--- src/rtl/usb_pkt_router.sv ---
`default_nettype none
// ============================================================================
//  Module   : usb_pkt_router
//  Purpose  : Ingest router from the USB3 slave-FIFO read stream into the
//             per-channel DA sample RAMs. It hunts header words, decodes the
//             channel and payload length, and steers payload words to one
//             channel RAM through a registered one-hot write port.
//  Options  : BANK_SWAP_EN - per-channel ping-pong bank bit in ch_addr[AW],
//             toggled on each completed packet, plus the bank_vec output.
//  Revision : 1.0 - initial release
// ============================================================================
module usb_pkt_router #(
   parameter int DATA_W   = 32,
   parameter int NUM_CH   = 24,
   parameter int CH_DEPTH = 256
) (
   input  logic                        wrclock,
   input  logic                        rst_n,
   input  logic                        en,
   input  logic [DATA_W-1:0]           s_data,
   input  logic                        s_valid,
   input  logic                        s_last,
   output logic                        s_ready,
   output logic [NUM_CH-1:0]           ch_wren,
   output logic [$clog2(CH_DEPTH):0]   ch_addr,
   output logic [DATA_W-1:0]           ch_data,
   output logic                        pkt_done,
   output logic [7:0]                  pkt_ch,
   output logic                        err_short,
   output logic [2:0]                  err_sticky,
   output logic [15:0]                 drop_cnt
`ifdef BANK_SWAP_EN
   ,
   output logic [NUM_CH-1:0]           bank_vec
`endif
);

   localparam int AW = $clog2(CH_DEPTH);
   // Word counter must hold both the 8-bit length field and a full RAM address.
   localparam int CW = (AW > 8) ? AW : 8;

   typedef enum logic [1:0] {
      ST_HUNT    = 2'd0,
      ST_PAYLOAD = 2'd1,
      ST_DROP    = 2'd2
   } state_t;

   state_t            r_state;
   state_t            w_state_nxt;

   logic [7:0]        r_ch;
   logic [7:0]        r_len_m1;
   logic [CW-1:0]     r_wcnt;

   logic              w_accept;
   logic              w_is_hdr;
   logic [7:0]        w_hdr_ch;
   logic [7:0]        w_hdr_len_m1;
   logic              w_ch_ok;
   logic              w_len_big;
   logic              w_last_word;
   logic [NUM_CH-1:0] w_onehot;
   logic              w_bank_sel;

   logic              w_wr;
   logic              w_done;
   logic              w_short;
   logic              w_hdr_ok;
   logic              w_hdr_bad;
   logic              w_hdr_trunc;
   logic              w_wcnt_inc;
   logic              w_drop_inc;

   // Ready is forced low while reset is held so no word is taken mid-reset.
   assign s_ready      = en & rst_n;
   assign w_accept     = s_valid & s_ready;
   assign w_is_hdr     = (s_data[31:24] == 8'hFF) && (s_data[7:0] == 8'hFF);
   assign w_hdr_ch     = s_data[23:16];
   assign w_hdr_len_m1 = s_data[15:8];
   assign w_ch_ok      = ({1'b0, w_hdr_ch} < 9'(NUM_CH));
   assign w_len_big    = (32'(w_hdr_len_m1) >= 32'(CH_DEPTH));
   assign w_last_word  = (r_wcnt == CW'(r_len_m1));
   assign w_onehot     = NUM_CH'(1'b1) << r_ch;

`ifdef BANK_SWAP_EN
   logic [NUM_CH-1:0] r_bank;

   // Write bank per channel flips only when a packet completes normally.
   always_ff @(posedge wrclock or negedge rst_n) begin
      if (!rst_n) begin
         r_bank <= '0;
      end else if (w_done) begin
         r_bank <= r_bank ^ w_onehot;
      end
   end

   assign w_bank_sel = |(r_bank & w_onehot);
   assign bank_vec   = ~r_bank;
`else
   assign w_bank_sel = 1'b0;
`endif

   // State register.
   always_ff @(posedge wrclock or negedge rst_n) begin
      if (!rst_n) begin
         r_state <= ST_HUNT;
      end else begin
         r_state <= w_state_nxt;
      end
   end

   // Next-state decode and per-cycle action strobes for the datapath.
   always_comb begin
      w_state_nxt = r_state;
      w_wr        = 1'b0;
      w_done      = 1'b0;
      w_short     = 1'b0;
      w_hdr_ok    = 1'b0;
      w_hdr_bad   = 1'b0;
      w_hdr_trunc = 1'b0;
      w_wcnt_inc  = 1'b0;
      w_drop_inc  = 1'b0;
      unique case (r_state)
         ST_HUNT: begin
            if (w_accept) begin
               if (w_is_hdr) begin
                  // A header that closes the burst carries no payload at all.
                  if (s_last) begin
                     w_hdr_trunc = 1'b1;
                  end else if (w_ch_ok) begin
                     w_hdr_ok    = 1'b1;
                     w_state_nxt = ST_PAYLOAD;
                  end else begin
                     w_hdr_bad   = 1'b1;
                     w_state_nxt = ST_DROP;
                  end
               end else begin
                  w_drop_inc = 1'b1;
               end
            end
         end
         ST_PAYLOAD: begin
            if (w_accept) begin
               w_wr       = 1'b1;
               w_wcnt_inc = 1'b1;
               if (w_last_word) begin
                  w_done      = 1'b1;
                  w_state_nxt = ST_HUNT;
               end else if (s_last) begin
                  w_short     = 1'b1;
                  w_state_nxt = ST_HUNT;
               end
            end
         end
         ST_DROP: begin
            if (w_accept) begin
               w_wcnt_inc = 1'b1;
               if (w_last_word || s_last) begin
                  w_state_nxt = ST_HUNT;
               end
            end
         end
         default: begin
            w_state_nxt = ST_HUNT;
         end
      endcase
   end

   // Packet context, RAM write port, status pulses and counters.
   always_ff @(posedge wrclock or negedge rst_n) begin
      if (!rst_n) begin
         r_ch       <= '0;
         r_len_m1   <= '0;
         r_wcnt     <= '0;
         ch_wren    <= '0;
         ch_addr    <= '0;
         ch_data    <= '0;
         pkt_done   <= 1'b0;
         pkt_ch     <= '0;
         err_short  <= 1'b0;
         err_sticky <= '0;
         drop_cnt   <= '0;
      end else begin
         ch_wren   <= w_wr ? w_onehot : '0;
         pkt_done  <= w_done;
         err_short <= w_short | w_hdr_trunc;

         if (w_wr) begin
            ch_addr <= {w_bank_sel, r_wcnt[AW-1:0]};
            ch_data <= s_data;
         end

         if (w_hdr_trunc) begin
            pkt_ch <= w_hdr_ch;
         end else if (w_done || w_short) begin
            pkt_ch <= r_ch;
         end

         if (w_hdr_ok || w_hdr_bad) begin
            r_len_m1 <= w_hdr_len_m1;
            r_wcnt   <= '0;
         end else if (w_wcnt_inc) begin
            r_wcnt <= r_wcnt + 1'b1;
         end

         if (w_hdr_ok) begin
            r_ch <= w_hdr_ch;
         end

         err_sticky <= err_sticky | {w_hdr_ok & w_len_big,
                                     w_short | w_hdr_trunc,
                                     w_hdr_bad};

         if (w_drop_inc && (drop_cnt != 16'hFFFF)) begin
            drop_cnt <= drop_cnt + 16'd1;
         end
      end
   end

endmodule
`default_nettype wire
--- config.mk ---
export PLATFORM = sky130hd
export DESIGN_NAME = usb_pkt_router
export DESIGN_NICKNAME = d
export VERILOG_FILES = /design/src/rtl/usb_pkt_router.sv
export SDC_FILE = /design/constraint.sdc
export NUM_CORES = 1
export LEC_CHECK = 0
export CAP_MARGIN = 20
export CORE_ASPECT_RATIO = 1.2
export CORE_MARGIN = 3
export CORE_UTILIZATION = 35
export CTS_CLUSTER_DIAMETER = 150
export DETAILED_ROUTE_END_ITERATION = 10
export PLACE_DENSITY_LB_ADDON = 0.05
export SYNTH_ARGS = -nofsm -noshare
export SYNTH_HDL_FRONTEND = slang
export SYNTH_SLANG_ARGS = --single-unit
--- constraint.sdc ---
create_clock -name wrclock -period 2.05 [get_ports wrclock]
set_input_delay 0.3075 -clock wrclock [delete_from_list [all_inputs] [get_ports wrclock]]
set_output_delay 0.3075 -clock wrclock [all_outputs]
set_load 0.01 [all_outputs]
==> metrics.md <==
| Metric | Value |
|---|---|
| Slowest stage cell on the critical path | clkdlybuf4s50_1 |
| Number of max-cap violations | 0 |
| Total setup violations reported at the end of the flow | 0 |
| Pwr/cell area | approximately 990 nW/um^2 |
| Sum of buffers and inverters on the critical path | 3 |
| Leakage power figure | 0.00357 uW |
| Share of the clock period used by the worst path | 0.926 |
| Post-synthesis average cell area | 10.2 um^2 |
| Post-synthesis cell type with the largest combined area | dfrtp_1 |
| Count of clock tree sinks | 118 |
| H-tree levels | 4 |
| Post-synthesis async set-or-reset flop share | 1.00 |
| Width of the die | around 110 um |
| Largest delay contributor family on the critical path | buffers and inverters |
| Setup slack at placement | -0.242 ns |
| RSZ-0062 raised after global routing | no |
| Initial standard-cell utilization of the core | 0.363 |
| Part of the total power dissipated in combinational logic | 0.175 |
| Half-perimeter wire length of the detailed placement result | approximately 9300 um |
| Number of buffers on the longest clock path | 2 |
| Number of register bits inferred by synthesis | 118 |
| Wire length of the first global-routing pass | 21100 um |
| Switching share of power | 0.266 |
| Floorplan die area | around 15000 um^2 |
| Fraction of synthesized cell area taken by the top area cell type | 0.604 |
| Final net count | ~690 |
| Total iterations of the first detailed-routing run | 5 |
| Worst path max stage delay | 0.54 ns |
| Cell-by-cell trace of the critical path | clkdlybuf4s50_1 > buf_4 > and2_1 > clkdlybuf4s50_1 |
| Worst path arrival time | ~1.6 ns |
| Accumulated negative setup slack | 0 ns |
| DR DRC count | 0 |
| Final critical delay including setup and external delays | around 1.9 ns |
| Result of the run | completed |
| Top_reg_cell synth | dfrtp_1 |
| Fraction of final layout cells with drive strength greater than 1 | 0.137 |
| Via count of the first global-routing pass | 4021 |
| Warnings, synthesis | 0 |
| CTS tree | built |
| Total inserted antenna cells | 0 |
| Class of the most critical hold timing path | input port to async pin |
| Design internal power | 5300 uW |
| Number of antenna-violating nets in the routed design | 0 |
| Overall fraction of global-route tracks in use | 0.174 |
| Number of buffers added for setup after CTS | 0 |
| Number of top-level pins | 132 |
| CP Data Required Time | 1.74 ns |
| Number of buffers created by CTS | 17 |
| Register clock-pin slew on the reported worst setup and hold paths | ~0.060 ns |
| Netlist Area Pre-Place | approximately 4900 um^2 |
| Area grow syn2layout | 49.0% |
| Clock latency at the later pin of the worst-skew pair | 0.41 ns |
| Final hold vios | 0 |
| Number of distinct library cells after synthesis | 39 |
| Worst setup path class | input port to output port |
| Worst supply voltage drop on vdd | 0.561 mV |
| Area inside the core boundary | 13500 um^2 |
| Sequential power share | 0.379 |
| Iter 0 DRT Violations | 179 |
| Antenna violations before repair | 0 |
| Post-DR vias/cell | roughly 4.8 |
| Aggregate routed wire length | between 10000 and 15000 um |
| Routability congestion estimate | 0.802 |
| Most area-consuming cells after synthesis | dfrtp_1, nand2_1, xor2_1, nor2_1, nand4_1 |
| Reg-to-reg setup timing slack | 0.19 ns |
| Master cell of the clock root buffer | clkbuf_16 |
| Total congestion overflow | 0 |
| Y dimension of the die | 136 um |
| Per-cell routed wire length | 15.6 um |
| CP startpoint kind | input port |
| Final-report max-slew violation count | 0 |
| Vias after detailed routing | 3978 |
| Worst setup slack after layout | 0.151 ns |
| Net switching power | 1910 uW |
| Leading cell types by count after synthesis | nand2_1, dfrtp_1, nor2_1 |
| Largest fanout on the critical path | 3 |
| Gate count of the mapped netlist | 481 |
| Num rows | 46 |
| Highest clock frequency the design can meet | 527 MHz |
| Largest net degree at the start of global routing | 69 |
| Share of power burned in the clock network | 0.446 |
| Most used cell along the critical path | clkdlybuf4s50_1 |
| Sort of element at the end of the critical path | output port |
| Seq/Total Area, Yosys | 0.604 |
| Most frequent cell after synthesis | nand2_1 |
| Input/output buffers | about 130 |
| Number of enable flip-flop cells after synthesis | 0 |
| Headroom to the max-slew limit | 0.429 |
| Worst-case clock skew | between 0.009 and 0.01 ns |
| Worst Tran Pin Value | about 0.86 ns |
==> per-stage QoR <==
step	utilization	hold slack, ns	instances	area, um^2	power, uW
2_1_floorplan	-	0.0119	482	4900	3310
3_3_place_gp	0.490	0.159	797	6610	4030
3_5_place_dp	0.490	0.160	797	6610	4050
4_1_cts	0.539	0.216	831	7260	7290
5_1_grt	0.541	0.262	831	7290	7560
6_report	0.541	0.171	831	7290	7210
==> layout make-up <==
| cell class | count | area (um^2) |
|---|---|---|
| clock inverters | 15 | 214 |
| inverters | 6 | 22.5 |
| multi-input cells | 338 | 1860 |
| repair buffers | 169 | 1610 |
| fillers | 1245 | 6180 |
| well taps | 168 | 210 |
| clock buffers | 17 | 425 |
| flip-flops and latches | 118 | 2950 |
==> cell usage in the layout (no fill, tap or decap), drive strengths merged, types with 7 or more instances in the layout <==
cell           count
nand4             13
nor4               7
nor2              38
nand2            162
dfrtp            118
inv               13
a21boi             8
o22a               8
a31o               8
xor2              20
clkdlybuf4s50    128
clkbuf            17
xnor2              8
buf               39
nand3             12
==> timing repair <==
action / CTS / global route
hold endpoints to repair: 13 / 0
gates resized for setup: 0 / 5
hold buffers: 2 / 0
setup endpoints to repair: 0 / 21
==> layer usage <==
layer	vias to the layer above	track usage	part of all wire
li1	1919	-	-
met1	1939	0.230	0.43
met2	102	0.280	0.51
met3	18	0.0398	0.044
met4	0	0.0627	0.013
met5	-	0	0
==> path summary, 6_finish.rpt <==
kind	from	end	cells after the start
max	en	s_ready	4
min	rst_n	ch_data[16]$_DFFE_PN0P_	2
max reg2reg	r_wcnt[3]$_DFFE_PN0P_	r_state[0]$_DFFE_PN0P_	5
min reg2reg	ch_data[28]$_DFFE_PN0P_	ch_data[28]$_DFFE_PN0P_	2
max in group asynchronous	rst_n	ch_addr[7]$_DFFE_PN0P_	3
min in group wrclock	rst_n	r_wcnt[0]$_DFFE_PN0P_	4
==> cell families after synthesis <==
group / synth area share
buffers and inverters: 0.0228
and+or+nand+nor: 0.235
other: 0.000767
adders and majority gates: 0.0128
DFF: 0.604
xor gates and xnor gates: 0.0501
AOI/OAI and AO/OA: 0.0573
muxes: 0.0176
==> registers in the layout (all words and copies together), names as in the netlist <==
| register | cells |
|---|---|
| ch_data | 32 |
| ch_wren | 24 |
| drop_cnt | 16 |
| ch_addr | 8 |
| pkt_ch | 8 |
| r_ch | 8 |
| r_len_m1 | 8 |
| r_wcnt | 8 |
| err_sticky | 2 |
| r_state | 2 |
| err_short | 1 |
| pkt_done | 1 |
==> power by group through the flow <==
stage | clock network, uW | registers [uW] | logic, uW
3_5_place_dp | 0 | 2780 | 1270
2_1_floorplan | 0 | 2840 | 472
5_1_grt | 3400 | 2770 | 1400
4_1_cts | 3270 | 2740 | 1280
6_report | 3220 | 2730 | 1260
3_3_place_gp | 0 | 2770 | 1250
Note: power is estimated with default switching activity, not from simulation.
